<file path="src/rtl/sync_ff_pkg.sv">
// sync_ff_pkg: shared sizing helper and occupancy type for the sync_ff FIFO slice
package sync_ff_pkg;
  localparam int FF_DATA_W_DEF = 8;
  localparam int FF_DEPTH_DEF = 16;
  function automatic int ff_addr_w(input int depth);
    return (depth < 2) ? 1 : $clog2(depth);
  endfunction
  typedef logic [ff_addr_w(FF_DEPTH_DEF):0] ff_occ_t;
endpackage

</file>
<file path="src/rtl/sync_ff_if.sv">
// ff_intf: generic FIFO interface; status signals exist only with SYNC_FF_STATUS_EN
interface ff_intf #(
  parameter int DATA_W = 8,
  parameter int DEPTH = 16
);
  import sync_ff_pkg::*;
  localparam int ADDR_W = ff_addr_w(DEPTH);
  logic ff_wr_en;
  logic [DATA_W-1:0] ff_wr_data;
  logic ff_rd_en;
  logic ff_full;
  logic ff_empty;
  logic [DATA_W-1:0] ff_rd_data;
`ifdef SYNC_FF_STATUS_EN
  logic [ADDR_W:0] ff_occ;
  logic ff_ovrflw;
  logic ff_undrflw;
  modport ff_slave (
    input ff_wr_en, ff_wr_data, ff_rd_en,
    output ff_full, ff_empty, ff_rd_data, ff_occ, ff_ovrflw, ff_undrflw
  );
`else
  modport ff_slave (
    input ff_wr_en, ff_wr_data, ff_rd_en,
    output ff_full, ff_empty, ff_rd_data
  );
`endif
  modport wr_only (output ff_wr_en, ff_wr_data, input ff_full);
  modport rd_only (output ff_rd_en, input ff_empty, ff_rd_data);
endinterface

</file>
<file path="src/rtl/sync_ff_ram.sv">
// sync_ff_ram: simple dual-port RAM, one write port and one registered read port
module sync_ff_ram
  import sync_ff_pkg::*;
#(
  parameter int DATA_W = 8,
  parameter int DEPTH = 16,
  parameter int ADDR_W = ff_addr_w(DEPTH)
) (
  input  logic              clk,
  input  logic              rst,
  input  logic              we,
  input  logic [ADDR_W-1:0] waddr,
  input  logic [DATA_W-1:0] wdata,
  input  logic              re,
  input  logic [ADDR_W-1:0] raddr,
  output logic [DATA_W-1:0] rdata
);
  logic [DATA_W-1:0] mem [DEPTH];
  always_ff @(posedge clk) begin
    if (we) mem[waddr] <= wdata;
  end
  always_ff @(posedge clk or posedge rst) begin
    if (rst) rdata <= '0;
    else if (re) rdata <= mem[raddr];
  end
endmodule

</file>
<file path="src/rtl/sync_ff.sv">
// sync_ff: single-clock FIFO on the ff_slave modport; SYNC_FF_STATUS_EN adds occupancy and sticky over/underflow
module sync_ff
  import sync_ff_pkg::*;
#(
  parameter int DATA_W = 8,
  parameter int DEPTH = 16
) (
  input logic clk_ir,
  input logic rst_ih,
  ff_intf.ff_slave ff_sl_intf
);
  localparam int ADDR_W = ff_addr_w(DEPTH);
  localparam logic [ADDR_W:0] OCC_FULL = (ADDR_W+1)'(DEPTH);
  logic [ADDR_W-1:0] wptr, rptr;
  logic [ADDR_W:0] occ, occ_next;
  logic wr_acc, rd_acc, full, empty;
  always_comb begin
    wr_acc = ff_sl_intf.ff_wr_en && !full;
    rd_acc = ff_sl_intf.ff_rd_en && !empty;
    occ_next = occ + (ADDR_W+1)'(wr_acc) - (ADDR_W+1)'(rd_acc);
  end
  // flags come from next-state occupancy so they are registered yet current
  always_ff @(posedge clk_ir or posedge rst_ih) begin
    if (rst_ih) begin
      wptr <= '0;
      rptr <= '0;
      occ <= '0;
      full <= 1'b0;
      empty <= 1'b1;
    end else begin
      if (wr_acc) wptr <= wptr + ADDR_W'(1);
      if (rd_acc) rptr <= rptr + ADDR_W'(1);
      occ <= occ_next;
      full <= occ_next == OCC_FULL;
      empty <= occ_next == '0;
    end
  end
  sync_ff_ram #(.DATA_W(DATA_W), .DEPTH(DEPTH), .ADDR_W(ADDR_W)) u_ram (
    .clk(clk_ir),
    .rst(rst_ih),
    .we(wr_acc),
    .waddr(wptr),
    .wdata(ff_sl_intf.ff_wr_data),
    .re(rd_acc),
    .raddr(rptr),
    .rdata(ff_sl_intf.ff_rd_data)
  );
  assign ff_sl_intf.ff_full = full;
  assign ff_sl_intf.ff_empty = empty;
`ifdef SYNC_FF_STATUS_EN
  logic ovrflw, undrflw;
  always_ff @(posedge clk_ir or posedge rst_ih) begin
    if (rst_ih) begin
      ovrflw <= 1'b0;
      undrflw <= 1'b0;
    end else begin
      if (ff_sl_intf.ff_wr_en && full) ovrflw <= 1'b1;
      if (ff_sl_intf.ff_rd_en && empty) undrflw <= 1'b1;
    end
  end
  assign ff_sl_intf.ff_occ = occ;
  assign ff_sl_intf.ff_ovrflw = ovrflw;
  assign ff_sl_intf.ff_undrflw = undrflw;
`endif
endmodule

</file>
<file path="src/flat_wrapper.sv">
// flat-port wrapper written by rule: the top's interface ports become plain ports
module sync_ff_flat import sync_ff_pkg::*;
#(
  parameter int DATA_W = 8,
  parameter int DEPTH = 16
)
  (clk_ir, rst_ih, ff_sl_intf_ff_wr_en, ff_sl_intf_ff_wr_data, ff_sl_intf_ff_rd_en, ff_sl_intf_ff_full, ff_sl_intf_ff_empty, ff_sl_intf_ff_rd_data);
  ff_intf #(.DATA_W(DATA_W), .DEPTH(DEPTH)) ff_sl_intf_i ();
  input logic clk_ir;
  input logic rst_ih;
  input wire logic [$bits(ff_sl_intf_i.ff_wr_en)-1:0] ff_sl_intf_ff_wr_en;
  input wire logic [$bits(ff_sl_intf_i.ff_wr_data)-1:0] ff_sl_intf_ff_wr_data;
  input wire logic [$bits(ff_sl_intf_i.ff_rd_en)-1:0] ff_sl_intf_ff_rd_en;
  output wire logic [$bits(ff_sl_intf_i.ff_full)-1:0] ff_sl_intf_ff_full;
  output wire logic [$bits(ff_sl_intf_i.ff_empty)-1:0] ff_sl_intf_ff_empty;
  output wire logic [$bits(ff_sl_intf_i.ff_rd_data)-1:0] ff_sl_intf_ff_rd_data;
  assign ff_sl_intf_i.ff_wr_en = ff_sl_intf_ff_wr_en;
  assign ff_sl_intf_i.ff_wr_data = ff_sl_intf_ff_wr_data;
  assign ff_sl_intf_i.ff_rd_en = ff_sl_intf_ff_rd_en;
  assign ff_sl_intf_ff_full = ff_sl_intf_i.ff_full;
  assign ff_sl_intf_ff_empty = ff_sl_intf_i.ff_empty;
  assign ff_sl_intf_ff_rd_data = ff_sl_intf_i.ff_rd_data;
  sync_ff #(.DATA_W(DATA_W), .DEPTH(DEPTH)) u_core (.clk_ir(clk_ir), .rst_ih(rst_ih), .ff_sl_intf(ff_sl_intf_i));
endmodule
</file>
<file path="config.mk">
export PLATFORM = sky130hd
export DESIGN_NAME = sync_ff_flat
export DESIGN_NICKNAME = d
export VERILOG_FILES = /design/src/rtl/sync_ff_pkg.sv /design/src/rtl/sync_ff_if.sv /design/src/rtl/sync_ff_ram.sv /design/src/rtl/sync_ff.sv /design/src/flat_wrapper.sv
export SDC_FILE = /design/constraint.sdc
export NUM_CORES = 1
export LEC_CHECK = 0
export ABC_CLOCK_PERIOD_IN_PS = 4300
export CORE_ASPECT_RATIO = 1.5
export CORE_UTILIZATION = 35
export DETAILED_ROUTE_END_ITERATION = 10
export GPL_TIMING_DRIVEN = 0
export PLACE_DENSITY = 0.53
export SLEW_MARGIN = 25
export SYNTH_ARGS = -nofsm -noshare
export SYNTH_HDL_FRONTEND = slang
export SYNTH_SLANG_ARGS = --single-unit
</file>
<file path="constraint.sdc">
create_clock -name clk_ir -period 4.3 [get_ports clk_ir]
set_input_delay 0.43 -clock clk_ir [delete_from_list [all_inputs] [get_ports clk_ir]]
set_output_delay 0.43 -clock clk_ir [all_outputs]
set_load 0.02 [all_outputs]
</file>
==> impl_results.md, run 1 <==
* Max Slew Vio Count at 0
* Largest net degree at the start of global routing at 24
* TritonRoute pass-1 iters at 5
* Kind of critical path: reg2reg
* First-pass GRT wire length at 19.2 mm
* Post-cts sizing count at 0
* Fmax at 0.383 GHz
* Reg2reg path depth at 11
* Synthesized area at 6140 sq um
* GP Congestion at slightly above 0.7
* Synth Register Bits at 151
* Seq/Total Area, Yosys at 72.0%
* CP max-delay cell: dfstp_2
* Iteration-0 DRC Markers at 171
* Synth top area share at 62.6%
* CP endpoint kind: flip-flop
* Crit start category: flip-flop
* Initial Util at 36.1%
* CTS buffer count at 17
* Die height at ~160 um
* Routed Antenna Nets at 0
* Setup Skew at 0.00703 ns
* Placed insts at 591
* Critical path's largest stage delay at 0.57 ns
* Ys Warns at 0
* Pwr Density at a little over 700 nW/um^2
* Remaining DRCs at 0
* Post-Syn Nets at 383
* CP max FO at 5
* Worst-case vdd ir drop at 0.355 mV
* Post-layout minimum cycle time at 2.61 ns
* Vias in the first global route at 3267
* Max clock buf depth at 2
* Hold crit path type: in2async
* GRT Residual Overflow at 0
* GRT Total Usage at roughly 16%
* Worst path required time at between 4 and 5 ns
* Diodes inserted at 0
* Max_slew headroom at 26.4%
* Count of final hold-check violations at 0
* Reg clk slew, reported paths at 0.06 ns
* Yosys top cell by area: edfxtp_1
* Worst-Skew Late Latency at 0.41 ns
* Setup TNS at 0 ns
* Clk root buf: clkbuf_16
* WP data arrival at 2.92 ns
* # Post-CTS Setup Buffers at 0
* Clk sinks at roughly 150
* Share of layout cells above drive strength 1 at approximately 15%
* Syn-to-layout area delta at 18.1%
* DR vias/cell at 5.07
* Syn Area/Cell at 17.0 sq um
* Port bufs at 21
* Core ar. at 17000 sq um
* Drt wl/cell at 21.0 um
* Hold-fix buffers, CTS at 0
* Routed Wire Length at 13.1 mm
* Num rows at slightly below 60
* # setup viols final at 0
* Via count at roughly 3200
* Worst slew pin tran at 1.10 ns
* Crit path cell chain: nand2b_2 -> inv_2 -> ha_1 -> inv_1 -> ha_1 -> inv_1 -> fa_1 -> nor2b_1 -> o21ai_1 -> and3_1 -> nor4_1
* Non-Filler Instances at 623
* # nets final at approximately 420
* Synth unique cells at just over 40
* CTS H-tree depth at 4
* Period utilization at around three fifths
* Status: complete, no violations
* # Max-Cap Violations at 0
* Pleak at 0.00256 uW
* Post-Synthesis Cells at 360
* Die Width at 110 um
* Dpl hpwl at around 8.7 mm
* RSZ-0062 raised after global routing: false
* Synth area leaders: edfxtp_1 (63%), dfrtp_1 (9.0%), mux2i_1 (8.0%), mux4_2 (3.7%), a22oi_1 (2.2%)
* Initial antenna violation count at 0
* I/O pins at 22
* CTS tree: done
* Die area at 18100 sq um
[cell usage after synthesis (all sizes together)]
| cell | number |
|---|---|
| and3 | 1 |
| inv | 13 |
| mux2i | 49 |
| a21boi | 1 |
| xnor2 | 8 |
| clkbuf | 4 |
| dfstp | 1 |
| nor3 | 4 |
| a22oi | 18 |
| nor4 | 2 |
| or3b | 1 |
| a221oi | 1 |
| buf | 12 |
| nand2b | 3 |
| dfrtp | 22 |
| mux4 | 10 |
| and2 | 2 |
| fa | 1 |
| a21oi | 6 |
| xor2 | 1 |
| nor3b | 1 |
| nor2 | 15 |
| o21ai | 7 |
| nand4 | 1 |
| nand2 | 17 |
| a21o | 1 |
| ha | 10 |
| or3 | 1 |
| nor2b | 3 |
| nand3b | 1 |
| and2b | 1 |
| a32oi | 4 |
| edfxtp | 128 |
| nand3 | 10 |
[worst max-delay path: cells and delay by family (launching register included)]
kind	cells	cell delay (ns)
adders and majority gates	3	0.84
DFF	1	0.57
buffers and inverters	3	0.18
and+or+nand+nor	4	0.79
AOI/OAI and AO/OA	1	0.10
[where the power goes]
part           internal [uW]  total, uW  leakage, uW  switching [uW]
registers               1840       1950      0.00143             111
logic                    724       1690     0.000831             961
clock network            929       1540     0.000296             613
[cells in the final DEF, fill, tap and decap left out, types with 2 or more instances in the layout]
cell	count
mux4_2	10
clkinvlp_4	2
and2_1	2
clkinv_4	3
inv_1	11
dfrtp_1	22
nor2b_1	3
buf_6	5
clkdlybuf4s50_1	21
bufinv_16	3
a21oi_1	6
buf_2	3
o21ai_1	6
xnor2_1	8
nor3_2	4
nand2b_1	2
inv_2	2
nand2_1	17
nand3_1	10
buf_12	3
clkbuf_1	2
a32oi_1	4
ha_1	10
edfxtp_1	128
clkbuf_4	2
mux2i_1	49
inv_6	4
clkbuf_16	17
nor2_1	15
inv_8	2
nor4_1	2
a22oi_1	18
[through the flow]
step / hold slack (ns) / area (sq um) / setup slack [ns] / util (%) / total power [uW]
CTS: 0.402 / 7250 / 1.65 / 42.7 / 5230
floorplan: 0.431 / 6140 / 1.86 / - / 3150
finish: 0.391 / 7250 / 1.69 / 42.7 / 5180
global route: 0.445 / 7250 / 1.48 / 42.7 / 5410
detailed placement: 0.497 / 6630 / 1.32 / 39.0 / 3690
global placement: 0.494 / 6610 / 1.33 / 38.9 / 3650
[kinds of logic after synthesis]
logic type	count (synthesis)	synth area share (%)
DFF	151	72.0
xor gates and xnor gates	9	1.28
muxes	59	11.7
and+or+nand+nor	63	5.02
adders and majority gates	11	2.36
AOI/OAI and AO/OA	38	4.22
buffers and inverters	29	3.42
[sequential cells by signal, indices dropped and copies added (netlist names)]
name and cells:
u_core.ff_sl_intf.ff_empty 1, u_core.rptr 4, u_core.wptr 4, u_core.occ 5, u_core.u_ram.rdata 8, u_core.ff_sl_intf.ff_full 1, u_core.u_ram.mem 128
[per-layer routing]
metal / up-vias / global-route usage, % / share of wire [%]
li1: 1460 / - / -
met1: 1634 / 17.8 / 39
met2: 62 / 28.3 / 57
met3: 2 / 3.57 / 3.5
met4: 0 / 5.56 / 0.47
met5: - / 0 / 0
[area by class of cell]
type / instances / area, sq um
buffer: 16 / 161
clock buffer: 17 / 425
clock inverter: 15 / 193
fill: 1545 / 9730
inverter: 13 / 48.8
multi-input combinational: 180 / 1530
sequential: 151 / 4420
tap: 210 / 263
timing repair buffer: 21 / 210
[worst paths after layout]
kind | to | start | slack, ns
min in group clk_ir | u_core.u_ram.rdata[5] | u_core.u_ram.rdata[5] | 0.51
max reg2reg | u_core.ff_sl_intf.ff_full | u_core.ff_sl_intf.ff_empty | 1.69
min reg2reg | u_core.u_ram.rdata[5] | u_core.u_ram.rdata[5] | 0.51
max in group asynchronous | u_core.rptr[0] | rst_ih | 3.52
max | u_core.ff_sl_intf.ff_full | u_core.ff_sl_intf.ff_empty | 1.69
min | u_core.occ[4] | rst_ih | 0.39
No activity file was read; power rests on OpenSTA's default activity.
==> run 2: changes to the inputs <==
- ABC_CLOCK_PERIOD_IN_PS: 4300 -> 2600
- clock period: 4.3 -> 2.6 ns (I/O delays scaled with it)
==> run 2 against run 1 <==
Critical path depth fell by 1. Final cell count rose by 0.64%. Utilization rose by 0.51 points. Register-to-register slack got worse by 1.6 ns. Die area did not move. Critical path type unchanged. Via count rose by 1.4%.
==> impl_results.md, run 2 (synthesis gave the netlist of run 1 again) <==
* Status: complete, no violations
* Routed Antenna Nets at 0
* GRT Total Usage at between 15 and 20%
* Remaining DRCs at 0
* Buf/Inv on CP at 4
* Num rows at between 50 and 60
* RSZ-0062 raised after global routing: false
* Pleak at 0.00258 uW
* Clk root buf: clkbuf_16
* Routed Wire Length at 13.2 mm
* Post-layout minimum cycle time at 2.49 ns
* TritonRoute pass-1 iters at 4
* Period utilization at approximately 96%
* Initial antenna violation count at 0
* Die height at 164 um
* CP max-delay cell: dfstp_2
* Crit path from: u_core.ff_sl_intf.ff_empty
* Commonest cells after routing, fill and taps aside: edfxtp_1 (128), mux2i_1 (49), dfrtp_1 (22), clkdlybuf4s50_1 (21), a22oi_1 (18)
* Area of the multi-input gates at about 1600 sq um
* WP data arrival at ~2.8 ns
* Fillers at approximately 1500
* Fmax at 0.402 GHz
* CTS H-tree depth at 4
* I/O pins at 22
* Crit start category: flip-flop
* CP endpoint kind: flip-flop
* Worst r2r src: u_core.ff_sl_intf.ff_empty
* Syn-to-layout area delta at 19.5%
* Iteration-0 DRC Markers at 187
* Clk sinks at roughly 150
* Initial Util at 36.1%
* DR vias/cell at 5.11
* Max_slew headroom at 27.6%
* Final core occ at 43.2%
* First-pass GRT wire length at 19.5 mm
* Total Power at 8770 uW
* Setup ws final at approximately 0.11 ns
* GP Congestion at roughly 0.72
* CP max FO at 2
* Count of final hold-check violations at 0
* Setup WS pre-CTS at -0.213 ns
* Kind of critical path: reg2reg
* Max Slew Vio Count at 0
* Largest net degree at the start of global routing at 24
* Core ar. at 17000 sq um
* # nets final at 427
* Die Width at 110 um
* GRT Residual Overflow at 0
* Largest reg by FF count: u_core.u_ram.mem
* Biggest regs: u_core.u_ram.mem (128), u_core.u_ram.rdata (8), u_core.occ (5)
* Share of layout cells above drive strength 1 at 18.5%
* Die area at 18100 sq um
* Seq pwr share at between 30% and 40%
* CP most frequent cell: inv_2
* Reported net switching power at 2890 uW
* Pwr Density at around 1200 nW/um^2
* Crit path cell chain: nand2b_4 -> inv_4 -> ha_4 -> inv_1 -> ha_2 -> inv_2 -> fa_2 -> inv_2 -> or3_4 -> nor4_4
* Worst-case vdd ir drop at about 0.71 mV
* Via count at 3203
* FF+latch area at 4420 sq um
* Internal power at 5880 uW
* Clock power frac at 29.1%
* Crit path max-delay family: adder cells
* Reg clk slew, reported paths at 0.06 ns
* Setup Skew at a little under 0.009 ns
* Max clock buf depth at 2
* # setup viols final at 0
* Dpl hpwl at around 8.7 mm
* Worst slew pin tran at 1.08 ns
* Vias in the first global route at 3280
* Worst-Skew Late Latency at 0.42 ns
* Port bufs at 21
* # Max-Cap Violations at 0
* Number of flip-flops under the largest register name at about 130
* Worst path required time at 2.92 ns
* CTS tree: done
* Sw Share at 32.9%
* Hold crit path type: in2async
* Critical path's largest stage delay at 0.55 ns
* Diodes inserted at 0
* Hold_ws at 0.220 ns
* Drt wl/cell at 21.1 um
* Commonest non-fill, non-tap cell in the layout: edfxtp_1
* Comb power frac at 34.2%
* CTS buffer count at 17
## run 2: timing repair
action | in CTS | in global routing
setup buffers | 4 | 0
pin swaps | 3 | 1
hold buffers | 0 | 0
gates resized for setup | 11 | 1
setup endpoints to repair | 1 | 1
## run 2: final timing paths
check | end | cells past startpoint | slack [ns]
worst max-delay path | u_core.ff_sl_intf.ff_full | 10 | 0.11
worst max register to register | u_core.ff_sl_intf.ff_full | 10 | 0.11
max in group asynchronous | u_core.rptr[3] | 2 | 2.00
worst min-delay path | u_core.occ[3] | 2 | 0.22
min in group clk_ir | u_core.u_ram.rdata[7] | 2 | 0.50
worst min register to register | u_core.u_ram.rdata[7] | 2 | 0.50
## run 2: power groups by stage
stage | Sequential [uW] | Combinational (uW) | Clock, uW
global placement | 3270 | 2760 | 0
global route | 3260 | 3240 | 2680
finish | 3220 | 3000 | 2550
detailed placement | 3280 | 2820 | 0
CTS | 3230 | 3010 | 2590
floorplan | 3310 | 1890 | 0
## run 2: layer usage
metal | up-vias | share of wire, % | global-route usage [%]
met5 | - | 0 | 0
met3 | 11 | 3.4 | 3.57
met2 | 73 | 56 | 28.9
met1 | 1652 | 39 | 18.1
met4 | 0 | 1.3 | 5.32
li1 | 1467 | - | -
## run 2: stage by stage
stage               TNS, ns  cells  cell area [sq um]
floorplan                 0    360               6140
global placement      -3.79    591               6610
detailed placement   -0.375    591               6630
CTS                       0    627               7330
global route              0    627               7330
finish                    0    627               7330
## run 2: worst reg2reg max path: cells and delay by family, from the launching register on
| kind | cells | cell delay [ns] |
|---|---|---|
| adder cells (fa/ha/maj) | 3 | 0.94 |
| flip-flops | 1 | 0.55 |
| AND/OR/NAND/NOR | 3 | 0.69 |
| buffers and inverters | 4 | 0.19 |
## run 2: final cells by class
type,instances,share of cell area [%]
Buffer,16,2.20
Clock buffer,17,5.80
Clock inverter,15,2.63
Inverter,13,0.699
Multi-Input combinational cell,180,21.5
Sequential cell,151,60.3
Tap cell,210,3.58
Timing Repair Buffer,25,3.28
==> run 3: changes to the inputs <==
- CORE_ASPECT_RATIO: 1.5 -> default
==> run 3 against run 2 <==
Global-route usage up 0.32 points. Clock skew down 0.0025 ns. Setup slack lost 0.033 ns. Critical path type unchanged. Highest routed layer unchanged.
==> impl_results.md, run 3 (synthesis gave the netlist of run 1 again) <==
* # Max-Cap Violations at 0
* Setup ws final at 0.0818 ns
* Area of the multi-input gates at 1590 sq um
* DR vias/cell at around 4.9
* Worst path required time at 2.92 ns
* Clock power frac at roughly a quarter
* First-pass GRT wire length at 20.4 mm
* Worst slew pin tran at roughly 1.0 ns
* CP max FO at 5
* Drt wl/cell at 20.8 um
* Internal power at 5620 uW
* Crit start category: flip-flop
* Core ar. at 17200 sq um
* Vias in the first global route at 3383
* Clk root buf: clkbuf_16
* I/O pins at 22
* Die area at 18100 sq um
* Diodes inserted at 0
* CP most frequent cell: inv_1
* Initial Util at 35.6%
* Comb power frac at a little over a third
* Kind of critical path: reg2reg
* Fillers at 1514
* Routed Antenna Nets at 0
* TritonRoute pass-1 iters at 4
* Worst-Skew Late Latency at 0.42 ns
* # nets final at 427
* CTS tree: done
* Setup Skew at 0.00617 ns
* Seq pwr share at 38.3%
* Num rows at 48
* Initial antenna violation count at 0
* Max_slew headroom at 30.4%
* Fmax at 0.397 GHz
* Pleak at 0.00254 uW
* Remaining DRCs at 0
* # setup viols final at 0
* CP max-delay cell: dfstp_2
* Reported net switching power at about 2800 uW
* Hold crit path type: in2async
* Period utilization at 96.9%
* GRT Total Usage at 16.2%
* Count of final hold-check violations at 0
* CP endpoint kind: flip-flop
* Commonest cells after routing, fill and taps aside: edfxtp_1 (128), mux2i_1 (49), dfrtp_1 (22), clkdlybuf4s50_1 (21), a22oi_1 (18)
* Max clock buf depth at 2
* Biggest regs: u_core.u_ram.mem (128), u_core.u_ram.rdata (8), u_core.occ (5)
* Sw Share at 33.1%
* Routed Wire Length at 13.3 mm
* GRT Residual Overflow at 0
* Status: complete, no violations
* WP data arrival at 2.84 ns
* Largest net degree at the start of global routing at 24
* CTS H-tree depth at 4
* Die Width at roughly 130 um
* Number of flip-flops under the largest register name at 128
* Setup WS pre-CTS at -0.250 ns
* Final core occ at 42.3%
* Crit path cell chain: nand2b_4 -> inv_4 -> ha_4 -> inv_1 -> ha_2 -> inv_1 -> fa_2 -> inv_1 -> or3_4 -> nor4_1
* Iteration-0 DRC Markers at between 200 and 250
* Critical path's largest stage delay at 0.56 ns
* CTS buffer count at 17
* Max Slew Vio Count at 0
* Pwr Density at around 1200 nW/um^2
* RSZ-0062 raised after global routing: false
* Share of layout cells above drive strength 1 at 18.7%
* Largest reg by FF count: u_core.u_ram.mem
* GP Congestion at ~0.72
* FF+latch area at 4420 sq um
* Syn-to-layout area delta at 18.7%
* Via count at 3161
* Worst-case vdd ir drop at roughly 0.48 mV
* Reg clk slew, reported paths at 0.06 ns
* Port bufs at 21
* Clk sinks at 151
* Post-layout minimum cycle time at 2.52 ns
* Commonest non-fill, non-tap cell in the layout: edfxtp_1
* Die height at 134 um
* Dpl hpwl at approximately 8.4 mm
==> run 3: path summary, 6_finish.rpt <==
check                                           startpoint                    endpoint  slack (ns)  cells past startpoint
worst min-delay path                                rst_ih   u_core.ff_sl_intf.ff_full        0.22                      2
min in group clk_ir                  u_core.u_ram.rdata[5]       u_core.u_ram.rdata[5]        0.49                      2
worst max register to register  u_core.ff_sl_intf.ff_empty  u_core.ff_sl_intf.ff_empty        0.08                     10
max in group asynchronous                           rst_ih       u_core.u_ram.rdata[0]        2.01                      2
worst min register to register       u_core.u_ram.rdata[5]       u_core.u_ram.rdata[5]        0.49                      2
worst max-delay path            u_core.ff_sl_intf.ff_empty  u_core.ff_sl_intf.ff_empty        0.08                     10
==> run 3: what timing repair did <==
item / CTS / global route
cloned: 0 / 0
endpoints found under the setup margin: 2 / 1
resized for setup: 8 / 0
pin swaps: 2 / 1
endpoints found under the hold margin: 0 / 0
hold buffers: 0 / 0
buffers inserted: 2 / 0
==> run 3: worst max-delay path: cells and delay by family, from the launching register on <==
family,cells,cell delay [ns]
buf+inv,4,0.21
simple gates,3,0.74
fa+ha+maj,3,0.90
flops,1,0.56
==> run 3: per-stage QoR <==
stage / TNS [ns] / hold slack, ns / instances / power [uW] / area [sq um]
after floorplan: 0 / 0.261 / 360 / 5210 / 6140
after global placement: -3.98 / 0.475 / 606 / 6010 / 6630
after detailed placement: -0.439 / 0.484 / 608 / 6090 / 6680
after CTS: 0 / 0.221 / 642 / 8480 / 7280
after global routing: 0 / 0.267 / 642 / 8870 / 7290
final: 0 / 0.216 / 642 / 8400 / 7290
==> run 3: metal layers <==
metal  global-route usage, %  up-vias  routed length (um)
met5                       0        -                   0
met4                    6.80        0                 260
met3                    4.01       14                 568
met2                    26.3       60                6530
met1                    20.8     1616                5980
li1                        -     1471                   -
==> run 3: power groups by stage <==
stage / sequential, uW / clock, uW / combinational (uW)
2_1_floorplan: 3310 / 0 / 1890
3_3_place_gp: 3260 / 0 / 2750
3_5_place_dp: 3270 / 0 / 2820
4_1_cts: 3220 / 2290 / 2970
5_1_grt: 3250 / 2390 / 3230
6_report: 3220 / 2250 / 2940
==> run 3: cell type report <==
| class | instances | share of cell area, % |
|---|---|---|
| Multi-Input combinational cell | 180 | 21.8 |
| Timing Repair Buffer | 25 | 3.30 |
| Inverter | 13 | 0.704 |
| Buffer | 16 | 2.21 |
| Sequential cell | 151 | 60.7 |
| Clock inverter | 12 | 1.46 |
| Clock buffer | 20 | 5.99 |
| Tap cell | 225 | 3.86 |
